==> config.mk <==
export PLATFORM = sky130hd
export DESIGN_NAME = note_mapper
export DESIGN_NICKNAME = d
export VERILOG_FILES = /design/src/rtl/note_mapper.sv
export SDC_FILE = /design/constraint.sdc
export NUM_CORES = 1
export LEC_CHECK = 0
export BUFFER_PORTS_ARGS = -buffer_cell sky130_fd_sc_hd__buf_2
export CAP_MARGIN = 20
export CORE_MARGIN = 2
export CORE_UTILIZATION = 45
export CTS_CLUSTER_SIZE = 20
export DETAILED_ROUTE_END_ITERATION = 7
export GPL_TIMING_DRIVEN = 0
export PLACE_DENSITY = 0.58
export SYNTH_ARGS = -nofsm -noshare
export SYNTH_HDL_FRONTEND = slang
export SYNTH_SLANG_ARGS = --single-unit
==> constraint.sdc <==
create_clock -name clk_in -period 11.3 [get_ports clk_in]
set_input_delay 2.26 -clock clk_in [delete_from_list [all_inputs] [get_ports clk_in]]
set_output_delay 2.26 -clock clk_in [all_outputs]
set_load 0.01 [all_outputs]
==> src/rtl/note_mapper.sv <==
// Maps an FFT bin index to a note index by binary search over a writable
// ascending table of lower-bound bins, then debounces the result into a stable note.
module note_mapper #(
  parameter int BIN_WIDTH   = 10,
  parameter int NOTE_WIDTH  = 6,
  parameter int HOLD_FRAMES = 3
) (
  input  logic                  clk_in,
  input  logic                  rst_in,
  input  logic [BIN_WIDTH-1:0]  bin_index_in,
  input  logic                  valid_in,
  output logic                  ready_out,
  input  logic                  cfg_we_in,
  input  logic [NOTE_WIDTH-1:0] cfg_addr_in,
  input  logic [BIN_WIDTH-1:0]  cfg_data_in,
  output logic [NOTE_WIDTH-1:0] note_index_out,
  output logic                  in_range_out,
  output logic                  valid_out,
  output logic [NOTE_WIDTH-1:0] stable_note_out,
  output logic                  stable_valid_out,
  output logic                  note_change_out
);

  localparam int         NUM_NOTES = 2 ** NOTE_WIDTH;
  localparam int         STEP_W    = (NOTE_WIDTH > 1) ? $clog2(NOTE_WIDTH) : 1;
  localparam logic [3:0] HOLD_CNT  = 4'(HOLD_FRAMES);

  typedef enum logic [1:0] {
    ST_IDLE   = 2'd0,
    ST_SEARCH = 2'd1,
    ST_DONE   = 2'd2
  } state_t;

  state_t                state_r;
  state_t                state_next_s;
  logic [BIN_WIDTH-1:0]  lower_bound_r [NUM_NOTES];
  logic [BIN_WIDTH-1:0]  bin_r;
  logic [NOTE_WIDTH-1:0] result_r;
  logic [STEP_W-1:0]     step_r;
  logic                  check_r;
  logic                  in_range_r;
  logic [NOTE_WIDTH-1:0] cand_s;
  logic                  keep_s;
  logic [NOTE_WIDTH-1:0] result_next_s;

  logic [NOTE_WIDTH-1:0] note_index_r;
  logic                  in_range_out_r;
  logic                  valid_r;
  logic                  ready_r;

  logic [NOTE_WIDTH:0]   key_s;
  logic [NOTE_WIDTH:0]   cand_key_r;
  logic [3:0]            cnt_r;
  logic [3:0]            cnt_next_s;
  logic                  qualify_s;
  logic [NOTE_WIDTH-1:0] stable_note_r;
  logic                  stable_valid_r;
  logic                  change_r;

  // One binary-search step: try setting bit step_r of the partial result.
  always_comb begin
    cand_s        = result_r | (NOTE_WIDTH'(1) << step_r);
    keep_s        = (lower_bound_r[cand_s] <= bin_r);
    result_next_s = result_r;
    if (keep_s) begin
      result_next_s = cand_s;
    end else begin
      result_next_s = result_r;
    end
  end

  // Lookup sequencing: a range-check cycle, then one cycle per result bit.
  always_comb begin
    state_next_s = state_r;
    case (state_r)
      ST_IDLE: begin
        if (valid_in) begin
          state_next_s = ST_SEARCH;
        end else begin
          state_next_s = ST_IDLE;
        end
      end
      ST_SEARCH: begin
        if (!check_r && (step_r == STEP_W'(0))) begin
          state_next_s = ST_DONE;
        end else begin
          state_next_s = ST_SEARCH;
        end
      end
      ST_DONE: state_next_s = ST_IDLE;
      default: state_next_s = ST_IDLE;
    endcase
  end

  // State register, search datapath and registered lookup outputs.
  always_ff @(posedge clk_in) begin
    if (rst_in) begin
      state_r        <= ST_IDLE;
      bin_r          <= '0;
      result_r       <= '0;
      step_r         <= '0;
      check_r        <= 1'b0;
      in_range_r     <= 1'b0;
      note_index_r   <= '0;
      in_range_out_r <= 1'b0;
      valid_r        <= 1'b0;
      ready_r        <= 1'b1;
    end else begin
      state_r <= state_next_s;
      valid_r <= (state_next_s == ST_DONE);
      ready_r <= (state_next_s == ST_IDLE);
      case (state_r)
        ST_IDLE: begin
          if (valid_in) begin
            bin_r    <= bin_index_in;
            result_r <= '0;
            step_r   <= STEP_W'(NOTE_WIDTH - 1);
            check_r  <= 1'b1;
          end
        end
        ST_SEARCH: begin
          if (check_r) begin
            in_range_r <= (lower_bound_r[0] <= bin_r);
            check_r    <= 1'b0;
          end else begin
            result_r <= result_next_s;
            if (step_r == STEP_W'(0)) begin
              // A bin below the whole table reports note 0, whatever the search found.
              note_index_r   <= in_range_r ? result_next_s : '0;
              in_range_out_r <= in_range_r;
            end else begin
              step_r <= step_r - STEP_W'(1);
            end
          end
        end
        default: begin
        end
      endcase
    end
  end

  // Lower-bound table; software may only rewrite it while the mapper is idle.
  always_ff @(posedge clk_in) begin
    if (rst_in) begin
      for (int i = 0; i < NUM_NOTES; i++) begin
        lower_bound_r[i] <= BIN_WIDTH'(i);
      end
    end else if (cfg_we_in && (state_r == ST_IDLE)) begin
      lower_bound_r[cfg_addr_in] <= cfg_data_in;
    end
  end

  // Debounce bookkeeping for the result presented in DONE.
  always_comb begin
    key_s      = {in_range_out_r, note_index_r};
    cnt_next_s = 4'd1;
    qualify_s  = 1'b0;
    if (key_s == cand_key_r) begin
      cnt_next_s = (cnt_r >= HOLD_CNT) ? HOLD_CNT : (cnt_r + 4'd1);
    end else begin
      cnt_next_s = 4'd1;
    end
    if ((cnt_next_s == HOLD_CNT) && (key_s != {stable_valid_r, stable_note_r})) begin
      qualify_s = 1'b1;
    end else begin
      qualify_s = 1'b0;
    end
  end

  // Candidate/stable registers, updated on the edge that ends DONE.
  always_ff @(posedge clk_in) begin
    if (rst_in) begin
      cand_key_r     <= '0;
      cnt_r          <= 4'd0;
      stable_note_r  <= '0;
      stable_valid_r <= 1'b0;
      change_r       <= 1'b0;
    end else begin
      change_r <= 1'b0;
      if (state_r == ST_DONE) begin
        cand_key_r <= key_s;
        cnt_r      <= cnt_next_s;
        if (qualify_s) begin
          stable_valid_r <= key_s[NOTE_WIDTH];
          stable_note_r  <= key_s[NOTE_WIDTH-1:0];
          change_r       <= 1'b1;
        end
      end
    end
  end

  assign ready_out        = ready_r;
  assign valid_out        = valid_r;
  assign note_index_out   = note_index_r;
  assign in_range_out     = in_range_out_r;
  assign stable_note_out  = stable_note_r;
  assign stable_valid_out = stable_valid_r;
  assign note_change_out  = change_r;

endmodule

## Word level (Yosys, flattened, before mapping)

Memory sizes are Yosys's and may differ from the RTL's.
Cells that the tools add are included.

| operators by class | value |
|---|---|
| $add $sub $neg | 2 |
| mux-type cells | 26 |
| divide/modulo/power cells | 0 |
| multipliers | 0 |
| reduce and logical (&&, ||, !) cells | 17 |
| bitwise gates (word level) | 3 |
| shift operators | 1 |
| magnitude comparators | 3 |
| equality and inequality tests | 9 |

Operators with widths:

| kind | count |
|---|---|
| $mux 6 | 5 |
| $le 10x10->1 | 2 |
| $pmux 6 s2 | 1 |
| $mux 1 | 10 |
| $mux 10 | 1 |
| $reduce_or 10->1 | 1 |
| $mux 3 | 3 |
| $mux 4 | 2 |
| $reduce_and 2->1 | 4 |
| $eq 7x7->1 | 1 |
| $ne 7x7->1 | 1 |
| $ne 2x2->1 const B | 3 |
| $or 6x6->6 | 1 |
| $pmux 3 s2 | 1 |
| $reduce_and 3->1 | 2 |
| $shl 1x3->6 const A | 1 |
| $add 4x1->4 const B | 1 |
| $eq 2x2->1 const B | 2 |
| $eq 4x2->1 const B | 1 |
| $ge 4x2->1 const B | 1 |
| $logic_not 2->1 | 2 |
| $pmux 2 s2 | 1 |
| $reduce_and 4->1 | 1 |
| $logic_and 1x1->1 | 3 |
| other kinds (9) | 10 |

| storage, ports and cells | value |
|---|---|
| bits in registers | 51 |
| word-level logic and storage cells | 77 |
| input port bits | 30 |
| bits in read-only memories | 0 |
| memories | 1 |
| latch bits | 0 |
| RAM bits | 640 |
| output and inout port bits | 17 |

Memory list:

| name | words | bits a word | rd ports | clocked after memory_dff | write ports | RTL line | source |
|---|---|---|---|---|---|---|---|
| lower_bound_r | 64 | 10 | 2 | 0 | 64 | 36 | `logic [BIN_WIDTH-1:0] lower_bound_r [NUM_NOTES];` |

## Depth between registers and ports, before layout

| logic depth | value |
|---|---|
| word-level depth | 7 |
| depth in mapped cells | 20 |
| gate-level depth less buffers | 17 |

## Worst setup path after synthesis

OpenSTA, ideal clock, no wires.

| path | value |
|---|---|
| path kind | input -> register |
| start | in rst_in |
| end | mem lower_bound_r[38][0], enable pin |
| library setup time | 0.315 ns |
| path buffers | 1 |
| stages on the path | 6 |
| setup slack | 7.224 ns |
| data required time | 10.985 ns |
| arrival time | 3.761 ns |
| cells stage by stage | nor4b_1 -> nor2b_1 -> nand3_1 -> clkbuf_1 -> nor2_1 -> or2_2 |

RTL lines:

| element | RTL line | source |
|---|---|---|
| from (decl) | 9 | `input logic rst_in,` |
| to (decl) | 36 |  |

## Worst setup path in the final report

| path | value |
|---|---|
| start | reg step_r[0] |
| end | reg result_r[1] |

| on the way | value |
|---|---|
| longest elaborated chain between the ends | 7 |

RTL lines:

| element | RTL line | source |
|---|---|---|
| from (decl) | 39 | `logic [STEP_W-1:0] step_r;` |
| from (signal assigned) | 117 | `step_r <= STEP_W'(NOTE_WIDTH - 1);` |
| from (signal assigned) | 132 | `step_r <= step_r - STEP_W'(1);` |
| $shl 1x3->6 (*) | 62 | `cand_s = result_r \| (NOTE_WIDTH'(1) << step_r);` |
| $or 6x6->6 (*) | 62 |  |
| $mem_v2 64x10 | -- |  |
| $le 10x10->1 | 63 | `keep_s = (lower_bound_r[cand_s] <= bin_r);` |
| $mux 6 (*) | 65 | `if (keep_s) begin` |
| $mux 6 (*) | 122 | `if (check_r) begin` |
| $pmux 6 s2 (*) | 112 | `case (state_r)` |
| to (signal assigned) | 126 | `result_r <= result_next_s;` |
| to (decl) | 38 | `logic [NOTE_WIDTH-1:0] result_r;` |

Every way passes the cells marked *; elsewhere a longest branch is shown, timed or not. The select of a mux whose other input is x is not followed.
A chain may end at the register's enable or synchronous reset.

==> out/qor.csv <==
metric,value,unit
status,"complete, no violations",
total number of vias,32700,
async set-reset flop share out of synthesis,0,
total CTS buffers,80,
Syn Nets,3626,
Post-Synthesis Cells,3570,
pin count of the biggest net entering global routing,14,
Clk pwr share,0.364,
R2R Path Start,step_r[0]$_SDFFE_PP0P_,
synth unique cells,57,
Post-synth EDFFs,640,
Sw Ratio,0.336,
drt drc,0,
share of cells above drive strength 1,0.0912,
worst rel slew slack,0.0460,
hold path depth,2,
DIE AREA,83800,um^2
DR top layer,met5,
"Seq/Total Area, Yosys",0.552,
Vias/cell,6.77,
final worst slack,4.07,ns
final count of pins violating max slew,0,
setup TNS,0,ns
static leakage,13.3,nW
synthesis warning total,0,
clock buffer depth,3,
Pint,4.69,mW
pre-CTS worst setup slack,4.17,ns
# H-tree levels,3,
DRT iter0 DRCs,5435,
number of global-route vias before repair,29600,
Tcrit/Tclk final,0.640,
worst skew pair latency,0.66,ns
clock-pin slew on the worst setup and hold paths,0.06,ns
"Endpoint, Worst Hold",bin_r[6]$_SDFFE_PP0P_,
unrepaired setup endpoints after global routing,no,
first-pass GRT wire length,233000,um
Synth Register Bits,691,
I/O pins,47,
WL met2,72800,um
grt total ovfl,0,
Initial Utilization,0.455,
final hold violation count,0,
Cell Rows,104,
wire per inst,35.7,um
placed insts,4677,
compound-gate portion of the synthesized area,0.195,
proportion of synthesized area in mux cells,0.00191,
# nets final,3759,
Worst Path Arrival,7.75,ns
Core ar.,80500,um^2
Worst Setup Path Type,reg2reg,
met3 wire length,23000,um
hpwl dp,125000,um
P per Cell Area,173,nW/um^2
startpoint types,flop,
min-delay worst type,reg2reg,
R2R Setup Slk,4.07,ns
Area growth syn-to-layout,11.5,%
FF-to-FF path depth,20,
die height,289,um
CTS root buf,clkbuf_16,
M1 WL,66700,um
gr usage total,0.405,
RePlAce Congestion,1.02,
CP Capture Type,flop,
Final ANT Viol Nets,0,
slew at the pin closest to its max-slew limit,1.42,ns
switching power,2.38,mW
Flop pwr share,0.409,
non-filler instance count after layout,4833,
CTS sink cnt,691,
final WL,172000,um
Util after Layout,0.508,
CTS tree,built,
Synth Area in Simple Gates,0.186,
"Cell Area, Synth",36700,um^2
Syn Area/Cell,10.3,um^2
hold slack,0.456,ns
hold wc startpoint,bin_r[6]$_SDFFE_PP0P_,
"Primary FF master, synth",edfxtp_1,
Crit Path Max Fanout,10,
post-cts resize count,0,
Worst IR Drop VDD,0.000108,V
post-synthesis adder-cell area fraction,0.00887,
Comb pwr share,0.227,
final setup fails,0,
Die Width,289,um
XOR/XNOR Fraction of Synth Area,0.00334,
reg-to-reg endpoint,result_r[1]$_SDFFE_PP0P_,
# hold bufs at CTS,0,
max_cap viols,0,
total setup buffers inserted after CTS,0,
largest family of logic cells by synthesized area,compound AO/OA/AOI/OAI gates,
Critical Path RT,11.82,ns
skew final,0.0303,ns
port bufs,33,
crit path time final,7.23,ns
initial antenna violation count,11,
Pre-Repair DR Iteration Count,7,
Highest Clock Rate,138,MHz
[metal layers]
layer  vias to the layer above  global-route usage
met2                      2528               0.588
met4                         4               0.203
met3                       500               0.119
met1                     16100               0.550
li1                      13600                   -
met5                         -             0.00682
[layout make-up]
| cell class | count | area [um^2] |
|---|---|---|
| timing repair buffer | 51 | 367 |
| clock inverter | 34 | 283 |
| inverter | 123 | 462 |
| clock buffer | 107 | 2200 |
| tap | 1060 | 1330 |
| antenna | 11 | 27.5 |
| buffer | 360 | 1500 |
| fill | 7457 | 39700 |
| sequential | 691 | 20200 |
| multi-input combinational | 2396 | 14500 |
[power by group through the flow]
stage          clock network, mW  registers (mW)  logic, mW
2_1_floorplan                  0            2.92      0.816
3_3_place_gp                   0            2.94       1.48
3_5_place_dp                   0            2.94       1.49
4_1_cts                     2.55            2.89       1.50
5_1_grt                     2.64            2.89       1.62
6_report                    2.57            2.89       1.60
[layout by cell type, fill, tap and decap left out, drive strengths merged, types with 75 or more instances in the layout]
| master | n |
|---|---|
| o21ai | 338 |
| inv | 126 |
| and2 | 451 |
| nor2 | 122 |
| or3 | 196 |
| clkbuf | 343 |
| edfxtp | 640 |
| nand2 | 91 |
| a211oi | 204 |
| o31ai | 75 |
| a21oi | 327 |
| nor3 | 194 |
| o221ai | 101 |
| buf | 175 |
[flip-flops by register name (all words and copies together) (netlist names), 2 cells and up]
name             count
result_r             6
stable_note_out      6
step_r               3
lower_bound_r      640
cand_key_r           7
state_r              2
cnt_r                4
note_index_out       6
bin_r               10
[cells by family after synthesis]
| group | count (synthesis) |
|---|---|
| adder cells (fa/ha/maj) | 26 |
| buffers and inverters | 483 |
| AO/OA/AOI/OAI | 1138 |
| multiplexers | 7 |
| flip-flops | 691 |
| XOR/XNOR | 14 |
| AND/OR/NAND/NOR | 1211 |
[synth_stat cells (29+ instances only)]
master / n / share of area
a211oi_1: 187 / 0.038
a21oi_1: 326 / 0.044
a22oi_1: 29 / 0.0059
and2_1: 451 / 0.077
buf_1: 33 / 0.0034
buf_2: 80 / 0.011
clkbuf_1: 236 / 0.024
dfxtp_1: 51 / 0.028
edfxtp_1: 640 / 0.52
inv_1: 121 / 0.012
nand2_1: 91 / 0.0093
nor2_1: 121 / 0.012
nor3_1: 194 / 0.026
o21ai_0: 274 / 0.037
o21ai_1: 64 / 0.0087
o221ai_1: 101 / 0.024
o31ai_1: 75 / 0.015
or2_2: 67 / 0.011
or3_1: 196 / 0.033
[how the worst max path moves through the flow]
stage                                 startpoint                            endpoint  slack (ns)
after CTS                 step_r[0]$_SDFFE_PP0P_            result_r[1]$_SDFFE_PP0P_        4.13
after global placement    step_r[1]$_SDFFE_PP0P_            result_r[1]$_SDFFE_PP0P_        3.88
final                     step_r[0]$_SDFFE_PP0P_            result_r[1]$_SDFFE_PP0P_        4.07
after floorplan                           rst_in  lower_bound_r[38][0]$_SDFFCE_PN0P_        7.22
after detailed placement  step_r[0]$_SDFFE_PP0P_            result_r[1]$_SDFFE_PP0P_        4.17
after global routing      step_r[0]$_SDFFE_PP0P_            result_r[1]$_SDFFE_PP0P_        4.19
[metrics by stage]
step	cell area (um^2)	total power, mW
floorplan	36700	3.74
global placement	38200	4.42
detailed placement	38300	4.43
CTS	40800	6.94
global route	40900	7.15
finish	40900	7.06
[worst max-delay path, stage by stage, from the launching register on]
cell and delay [ns]:
dfxtp_1 0.35, inv_1 0.14, ha_1 0.59, nand2b_2 0.38
nand2_1 0.26, buf_2 0.43, buf_2 0.47, clkbuf_1 0.81
nor3_1 0.10, a211oi_1 0.63, nor4_1 0.17, buf_2 0.23
a211oi_1 0.61, ha_1 0.36, nand4_1 0.09, nor2_1 0.07
o21ai_0 0.07, nand3b_1 0.09, o21ai_0 0.61, nand2_1 0.28
a211oi_1 0.32
No activity file was read; power rests on OpenSTA's default activity.
